<file path="src/rtl/ina219_pkg.sv">
// ina219_pkg: INA219 register map, sequencer state encoding and per-state decode helpers.
package ina219_pkg;

    localparam logic [7:0] REG_CONFIG  = 8'h00;
    localparam logic [7:0] REG_SHUNT   = 8'h01;
    localparam logic [7:0] REG_BUS     = 8'h02;
    localparam logic [7:0] REG_POWER   = 8'h03;
    localparam logic [7:0] REG_CURRENT = 8'h04;
    localparam logic [7:0] REG_CAL     = 8'h05;

    // Every state from S_WR_CFG upward owns exactly one I2C transaction.
    typedef enum logic [3:0] {
        S_IDLE,
        S_WAIT_TICK,
        S_PUBLISH,
        S_WR_CFG,
        S_WR_CAL,
        S_PTR_SHUNT,
        S_RD_SHUNT,
        S_PTR_BUS,
        S_RD_BUS,
        S_PTR_CUR,
        S_RD_CUR,
        S_PTR_PWR,
        S_RD_PWR
    } seq_state_t;

    function automatic logic is_xact(seq_state_t s);
        return s >= S_WR_CFG;
    endfunction

    function automatic logic is_read(seq_state_t s);
        return s inside {S_RD_SHUNT, S_RD_BUS, S_RD_CUR, S_RD_PWR};
    endfunction

    function automatic logic [7:0] reg_of(seq_state_t s);
        return s == S_WR_CAL ? REG_CAL
             : s inside {S_PTR_SHUNT, S_RD_SHUNT} ? REG_SHUNT
             : s inside {S_PTR_BUS, S_RD_BUS} ? REG_BUS
             : s inside {S_PTR_CUR, S_RD_CUR} ? REG_CURRENT
             : s inside {S_PTR_PWR, S_RD_PWR} ? REG_POWER
             : REG_CONFIG;
    endfunction

endpackage

</file>
<file path="src/rtl/ina219_poll_sequencer_if.sv">
// ina219_poll_sequencer_if: command/response link between the poll sequencer and the I2C master.
interface ina219_poll_sequencer_if;
    logic        enable;
    logic        start;
    logic        rw;
    logic [7:0]  reg_pointer;
    logic [15:0] write_data;
    logic [15:0] read_data;
    logic        busy;
    logic        ack_error;
    logic        done;

    modport master (
        output enable, start, rw, reg_pointer, write_data,
        input  read_data, busy, ack_error, done
    );

    modport slave (
        input  enable, start, rw, reg_pointer, write_data,
        output read_data, busy, ack_error, done
    );
endinterface

</file>
<file path="src/rtl/ina219_tick_gen.sv">
// ina219_tick_gen: sample-period counter; tick pulses on the last cycle of each period while run=1.
module ina219_tick_gen #(
    parameter int PERIOD = 500_000
) (
    input  logic clk,
    input  logic reset_n,
    input  logic run,
    output logic tick
);
    localparam int CW = $clog2(PERIOD + 1);

    logic [CW-1:0] cnt;

    assign tick = run && cnt == CW'(PERIOD - 1);

    always_ff @(posedge clk) begin
        if (!reset_n || !run) cnt <= '0;
        else cnt <= tick ? '0 : cnt + CW'(1);
    end
endmodule

</file>
<file path="src/rtl/ina219_poll_sequencer.sv">
// ina219_poll_sequencer: initialises an INA219 then polls shunt/bus/current/power once per
// sample period, with per-transaction timeout, bounded retries and a registered result set.
module ina219_poll_sequencer
    import ina219_pkg::*;
#(
    parameter int          CLK_HZ       = 50_000_000,
    parameter int          SAMPLE_HZ    = 100,
    parameter logic [15:0] CONFIG_VALUE = 16'h399F,
    parameter logic [15:0] CAL_VALUE    = 16'h1000,
    parameter int          TIMEOUT_CYC  = 100_000,
    parameter int          MAX_RETRIES  = 2
) (
    input  logic                  clk,
    input  logic                  reset_n,
    input  logic                  run,
    ina219_poll_sequencer_if.master i2c,
    output logic [15:0]           shunt_raw,
    output logic [12:0]           bus_raw,
    output logic                  bus_cnvr,
    output logic                  bus_ovf,
    output logic [15:0]           current_raw,
    output logic [15:0]           power_raw,
    output logic                  sample_valid,
    output logic                  init_done,
    output logic                  sensor_error,
    output logic [7:0]            err_count
);
    localparam int PERIOD = CLK_HZ / SAMPLE_HZ;
    localparam int TW     = $clog2(TIMEOUT_CYC + 1);
    localparam int RW     = $clog2(MAX_RETRIES + 2);

    seq_state_t    state, state_d;
    logic          waiting, drop, pend, tick;
    logic          issue, success, fail, timeout, exhausted, consume;
    logic [TW-1:0] tcnt;
    logic [RW-1:0] retry;
    logic [15:0]   sh_shunt, sh_bus, sh_cur, sh_pwr;

    ina219_tick_gen #(.PERIOD(PERIOD)) u_tick (
        .clk     (clk),
        .reset_n (reset_n),
        .run     (run),
        .tick    (tick)
    );

    // drop forces a one-cycle enable low after a timeout so the master resets itself.
    assign i2c.enable      = reset_n && (run || waiting) && !drop;
    assign i2c.start       = issue;
    assign i2c.rw          = is_read(state);
    assign i2c.reg_pointer = reg_of(state);
    assign i2c.write_data  = state == S_WR_CFG ? CONFIG_VALUE : state == S_WR_CAL ? CAL_VALUE : '0;

    assign exhausted = retry == RW'(MAX_RETRIES);
    assign consume   = state == S_WAIT_TICK && run && pend;

    always_ff @(posedge clk) begin
        if (!reset_n) state <= S_IDLE;
        else state <= state_d;
    end

    always_comb begin
        state_d = state;
        issue   = 1'b0;
        success = 1'b0;
        fail    = 1'b0;
        timeout = 1'b0;
        if (is_xact(state)) begin
            if (!waiting)
                issue = run && reset_n && !drop && !i2c.busy && !i2c.done;
            else if (i2c.done) begin
                success = !i2c.ack_error;
                fail    = i2c.ack_error;
            end else if (tcnt == TW'(TIMEOUT_CYC - 1)) begin
                fail    = 1'b1;
                timeout = 1'b1;
            end
            state_d = !waiting && !run ? S_IDLE
                    : success ? (!run ? S_IDLE
                               : state == S_WR_CAL ? S_WAIT_TICK
                               : state == S_RD_PWR ? S_PUBLISH
                               : seq_state_t'(state + 4'd1))
                    : fail && (exhausted || !run) ? (run ? S_WAIT_TICK : S_IDLE)
                    : state;
        end else
            state_d = state == S_IDLE ? (run ? (init_done ? S_WAIT_TICK : S_WR_CFG) : S_IDLE)
                    : state == S_PUBLISH ? (run ? S_WAIT_TICK : S_IDLE)
                    : !run ? S_IDLE
                    : pend ? (init_done ? S_PTR_SHUNT : S_WR_CFG)
                    : S_WAIT_TICK;
    end

    always_ff @(posedge clk) begin
        if (!reset_n) begin
            waiting      <= 1'b0;
            drop         <= 1'b0;
            pend         <= 1'b0;
            tcnt         <= '0;
            retry        <= '0;
            err_count    <= '0;
            sensor_error <= 1'b0;
            init_done    <= 1'b0;
            sample_valid <= 1'b0;
            sh_shunt     <= '0;
            sh_bus       <= '0;
            sh_cur       <= '0;
            sh_pwr       <= '0;
            shunt_raw    <= '0;
            bus_raw      <= '0;
            bus_cnvr     <= 1'b0;
            bus_ovf      <= 1'b0;
            current_raw  <= '0;
            power_raw    <= '0;
        end else begin
            waiting      <= issue || (waiting && !success && !fail);
            tcnt         <= issue ? TW'(1) : tcnt + TW'(waiting);
            drop         <= timeout;
            pend         <= tick || (pend && !consume);
            retry        <= success || (fail && (exhausted || !run)) ? '0 : fail ? retry + RW'(1) : retry;
            err_count    <= fail && err_count != 8'hFF ? err_count + 8'd1 : err_count;
            sensor_error <= sensor_error || (fail && exhausted);
            init_done    <= init_done || (success && state == S_WR_CAL);
            sample_valid <= state == S_PUBLISH;
            if (success && state == S_RD_SHUNT) sh_shunt <= i2c.read_data;
            if (success && state == S_RD_BUS) sh_bus <= i2c.read_data;
            if (success && state == S_RD_CUR) sh_cur <= i2c.read_data;
            if (success && state == S_RD_PWR) sh_pwr <= i2c.read_data;
            if (state == S_PUBLISH) begin
                shunt_raw   <= sh_shunt;
                bus_raw     <= sh_bus[15:3];
                bus_cnvr    <= sh_bus[1];
                bus_ovf     <= sh_bus[0];
                current_raw <= sh_cur;
                power_raw   <= sh_pwr;
            end
        end
    end
endmodule

</file>
<file path="src/flat_wrapper.sv">
// flat-port wrapper written by rule: the top's interface ports become plain ports
module ina219_poll_sequencer_flat import ina219_pkg::*;
#(
    parameter int          CLK_HZ       = 50_000_000,
    parameter int          SAMPLE_HZ    = 100,
    parameter logic [15:0] CONFIG_VALUE = 16'h399F,
    parameter logic [15:0] CAL_VALUE    = 16'h1000,
    parameter int          TIMEOUT_CYC  = 100_000,
    parameter int          MAX_RETRIES  = 2
)
  (clk, reset_n, run, shunt_raw, bus_raw, bus_cnvr, bus_ovf, current_raw, power_raw, sample_valid, init_done, sensor_error, err_count, i2c_enable, i2c_start, i2c_rw, i2c_reg_pointer, i2c_write_data, i2c_read_data, i2c_busy, i2c_ack_error, i2c_done);
  ina219_poll_sequencer_if i2c_i ();
  input  logic clk;
  input  logic reset_n;
  input  logic run;
  output logic [15:0] shunt_raw;
  output logic [12:0] bus_raw;
  output logic bus_cnvr;
  output logic bus_ovf;
  output logic [15:0] current_raw;
  output logic [15:0] power_raw;
  output logic sample_valid;
  output logic init_done;
  output logic sensor_error;
  output logic [7:0] err_count;
  output wire logic [$bits(i2c_i.enable)-1:0] i2c_enable;
  output wire logic [$bits(i2c_i.start)-1:0] i2c_start;
  output wire logic [$bits(i2c_i.rw)-1:0] i2c_rw;
  output wire logic [$bits(i2c_i.reg_pointer)-1:0] i2c_reg_pointer;
  output wire logic [$bits(i2c_i.write_data)-1:0] i2c_write_data;
  input wire logic [$bits(i2c_i.read_data)-1:0] i2c_read_data;
  input wire logic [$bits(i2c_i.busy)-1:0] i2c_busy;
  input wire logic [$bits(i2c_i.ack_error)-1:0] i2c_ack_error;
  input wire logic [$bits(i2c_i.done)-1:0] i2c_done;
  assign i2c_enable = i2c_i.enable;
  assign i2c_start = i2c_i.start;
  assign i2c_rw = i2c_i.rw;
  assign i2c_reg_pointer = i2c_i.reg_pointer;
  assign i2c_write_data = i2c_i.write_data;
  assign i2c_i.read_data = i2c_read_data;
  assign i2c_i.busy = i2c_busy;
  assign i2c_i.ack_error = i2c_ack_error;
  assign i2c_i.done = i2c_done;
  ina219_poll_sequencer #(.CLK_HZ(CLK_HZ), .SAMPLE_HZ(SAMPLE_HZ), .CONFIG_VALUE(CONFIG_VALUE), .CAL_VALUE(CAL_VALUE), .TIMEOUT_CYC(TIMEOUT_CYC), .MAX_RETRIES(MAX_RETRIES)) u_core (.clk(clk), .reset_n(reset_n), .run(run), .i2c(i2c_i), .shunt_raw(shunt_raw), .bus_raw(bus_raw), .bus_cnvr(bus_cnvr), .bus_ovf(bus_ovf), .current_raw(current_raw), .power_raw(power_raw), .sample_valid(sample_valid), .init_done(init_done), .sensor_error(sensor_error), .err_count(err_count));
endmodule
</file>
<file path="config.mk">
export PLATFORM = sky130hd
export DESIGN_NAME = ina219_poll_sequencer_flat
export DESIGN_NICKNAME = d
export VERILOG_FILES = /design/src/rtl/ina219_pkg.sv /design/src/rtl/ina219_poll_sequencer_if.sv /design/src/rtl/ina219_tick_gen.sv /design/src/rtl/ina219_poll_sequencer.sv /design/src/flat_wrapper.sv
export SDC_FILE = /design/constraint.sdc
export NUM_CORES = 1
export LEC_CHECK = 0
export CAP_MARGIN = 20
export CELL_PAD_IN_SITES_DETAIL_PLACEMENT = 0
export CELL_PAD_IN_SITES_GLOBAL_PLACEMENT = 1
export CORE_UTILIZATION = 36
export DETAILED_ROUTE_END_ITERATION = 10
export GPL_TIMING_DRIVEN = 1
export PLACE_DENSITY_LB_ADDON = 0.1
export SETUP_SLACK_MARGIN = 0.2
export SYNTH_ARGS = -nofsm -noshare
export SYNTH_HDL_FRONTEND = slang
export SYNTH_SLANG_ARGS = --single-unit
</file>
<file path="constraint.sdc">
create_clock -name clk -period 2.2 [get_ports clk]
set_clock_uncertainty 0.1 [all_clocks]
set_input_delay 0.44 -clock clk [delete_from_list [all_inputs] [get_ports clk]]
set_output_delay 0.44 -clock clk [all_outputs]
set_load 0.02 [all_outputs]
</file>
==> run_results.csv <==
group,metric,value,unit
run_status,status,"complete, but fails checks",
run_status,failed_checks,"setup timing",
route,routed_via_density,4.86,
power_and_ir_drop,p_per_area,637,nW/um^2
sta,finalHoldViolCount,0,
place,portBuffers,111,
yosys,synth_area_leaders,"dfxtp_1 50%, nand2_1 9.9%, mux2i_1 6.8%",
floorplan,start_util,37.2,%
route,vias,6293,
setup_path,path_cells,"inv_4, ha_4, nor2_4, buf_6, nor2_2, o21ai_1, o21ai_1, buf_4",
route,ant_nets,0,
place,placed_cell_area,9050,sq um
floorplan,die_height,145,um
finish,fillCellCount,1823,
grt,grt_pass1_vias,5725,
yosys,syn_inst,859,
sta,min_period,2.22,ns
route,drc,0,
yosys,ys_types,56,
sta,min_period_over_period,101,%
clock_network,cts_made_buffers,17,
setup_path,reg2reg_from,"u_core.state[0]",
yosys,synth_top_area_share,49.7,%
finish,area_growth,42.3,%
sta,rsz0062_at_grt,"true",
grt,grt_remaining_overflow,0,
setup_path,critical_path_arrival,1.68,ns
run,max_cap_viol_count,0,
clock_network,htree_levels,4,
yosys,netlist_area,7330,sq um
grt,grtUsageMet1,25.6,%
yosys,ys_warn_count,0,
yosys,synth_common_cells,"193 x nand2_1, 182 x dfxtp_1, 100 x nor2_1, 92 x a21oi_1, 50 x mux2i_1",
min_path,hold_start,"u_core.sh_pwr[10]",
clock_network,path_clk_slew,0.07,ns
route,drt_iter0_markers,226,
sta,finalSetupTns,-0.0243,ns
setup_path,crit_start,"u_core.state[0]",
yosys,synth_edf_count,0,
clock_network,cts_root_buf,"clkbuf_16",
setup_path,cp_slowest_cell,"dfxtp_4",
sta,fin_hold_ws,0.351,ns
route,wirelength,20.2,mm
power_and_ir_drop,p_leak,4.34,nW
power_and_ir_drop,irDropWorstVdd,0.530,mV
setup_path,critPathLaunchType,"flip-flop",
grt,grt_usage,18.7,%
yosys,ys_ff_latch,182,
sta,layout_setup_ws,-0.0221,ns
finish,final_area,10400,sq um
grt,grt_max_degree,65,
min_path,hp-class,"flip-flop to flip-flop",
finish,antenna_cells,0,
finish,nets,1047,
clock_network,cts_tree,"done",
yosys,ys_seq_area_share,49.7,%
floorplan,core,19700,sq um
yosys,post-synth-top-area-cell,"dfxtp_1",
setup_path,crit_path_max_fanout,4,
finish,fin_util,52.9,%
grt,grtUsageMet3,4.54,%
yosys,ys_async_sr_fraction,0,%
finish,drive_above_1_share,20.8,%
place,gp_congestion,0.767,
yosys,synth.most_common_cell,"nand2_1",
sta,finalSetupViolCount,2,
floorplan,dieWidth,145,um
grt,grt_pass1_wl,30.1,mm
setup_path,critPathCaptureType,"primary output",
floorplan,die_area,20900,sq um
grt,use_met2,29.8,%
route,wl_per_cell,15.6,um
floorplan,rows,51,
clock_network,cts_buffer_depth,2,
place,hpwlAfterDp,12.6,mm
setup_path,cp_top_family,"flip-flops",
clock_network,holdBufCountCts,0,
grt,antenna_found_initial,0,
floorplan,pin_count,123,
clock_network,clk-insertion-delay-late,0.43,ns
grt,busiest_layer,"met2",
setup_path,worst_ep_required_time,1.66,ns
route,dr.pass1.iters,5,
setup_path,cp_common_cell,"o21ai_1",
sta,fmax,450,MHz
yosys,avgSynthCellArea,8.54,sq um
yosys,synth-main-ff-cell,"dfxtp_1",
clock_network,cts_num_sinks,182,
sta,report.final.slew_viol_count,0,
setup_path,path_class,"flip-flop to primary output",
setup_path,cp_num_buf_inv,3,
setup_path,slowest_delay,0.40,ns
-- worst register-to-register path: stages (launching register included) --
cell and delay [ns]:
dfxtp_4 0.38, ha_4 0.19, buf_6 0.12, o31ai_4 0.36
buf_6 0.16, nor2_4 0.04, a21oi_4 0.18, buf_12 0.15
buf_6 0.10, nor2_2 0.03, o221a_2 0.25
-- stage by stage --
stage | cells | setup WS (ns) | power, W
4_1_cts | 1277 | 0.00315 | 0.00667
3_5_place_dp | 1233 | -0.513 | 0.00369
6_report | 1294 | -0.0221 | 0.00664
3_3_place_gp | 1233 | -0.541 | 0.00368
5_1_grt | 1294 | -0.118 | 0.00689
2_1_floorplan | 869 | 0.165 | 0.00354
-- placed cells by master (no fill, tap or decap), drive strengths merged, types with 9 or more instances in the layout --
master	netlist	layout
dlygate4sd2	0	9
buf	28	94
nor2	100	100
nand3	22	22
mux2i	50	50
o21ai	15	15
inv	10	18
xnor2	10	10
conb	1	11
a21oi	93	93
ha	9	9
clkbuf	37	22
dfxtp	182	182
nand2	193	193
dlymetal6s2s	0	9
xor2	20	20
or3	9	9
clkdlybuf4s50	0	77
-- path summary, 6_finish.rpt --
path	to	depth (start not counted)	slack (ns)
setup / recovery	i2c_reg_pointer[0]	8	-0.02
setup reg to reg	u_core.err_count[2]	10	0.06
hold / removal	u_core.power_raw[10]	2	0.35
hold reg to reg	u_core.power_raw[10]	2	0.35
-- report_power, final --
| part | switching (W) | internal, W | total, W |
|---|---|---|---|
| Clock | 0.00142 | 0.00153 | 0.00296 |
| Combinational | 0.000237 | 0.000147 | 0.000384 |
| Sequential | 0.00000783 | 0.00329 | 0.00330 |
| Total | 0.00167 | 0.00497 | 0.00664 |
-- state kept, by name, indices dropped and copies added (netlist names) --
name	count
u_core.waiting	1
u_core.power_raw	16
u_core.shunt_raw	16
u_core.sh_bus	15
u_core.retry	2
u_core.tcnt	17
u_core.sensor_error	1
u_core.pend	1
u_core.sh_shunt	16
u_core.sh_pwr	16
u_core.state	4
u_core.bus_cnvr	1
u_core.drop	1
u_core.sh_cur	16
u_core.current_raw	16
u_core.bus_raw	13
u_core.sample_valid	1
u_core.bus_ovf	1
u_core.u_tick.cnt	19
u_core.err_count	8
u_core.init_done	1
-- final cells by class --
| cell class | count | area, sq um | area share, % |
|---|---|---|---|
| Clock buffer | 18 | 439 | 4.21 |
| Clock inverter | 14 | 135 | 1.30 |
| Inverter | 10 | 50.0 | 0.480 |
| Multi-Input combinational cell | 612 | 3760 | 36.1 |
| Sequential cell | 182 | 3660 | 35.1 |
| Tap cell | 265 | 332 | 3.18 |
| Timing Repair Buffer | 193 | 2060 | 19.7 |
-- cells by family after synthesis --
logic type | count (synthesis) | share of synthesized area [%]
flip-flops | 182 | 49.7
adder cells (fa/ha/maj) | 9 | 1.54
buffers and inverters | 75 | 4.95
AO/OA/AOI/OAI | 127 | 9.73
multiplexers | 50 | 6.82
XOR/XNOR | 30 | 3.58
other | 1 | 0.0511
AND/OR/NAND/NOR | 385 | 23.6
-- layer usage --
layer	vias to the layer above	wire length, um
li1	3161	-
met1	2987	9480
met2	137	9500
met3	8	1090
met4	0	148
met5	-	0
-- timing repair --
action                                  CTS  global route
gates resized for setup                 118           132
pin swaps                                14            50
gates cloned                              3             5
buffers inserted                          9            12
endpoints found under the setup margin  102           136
Note: power is estimated with default switching activity, not from simulation.
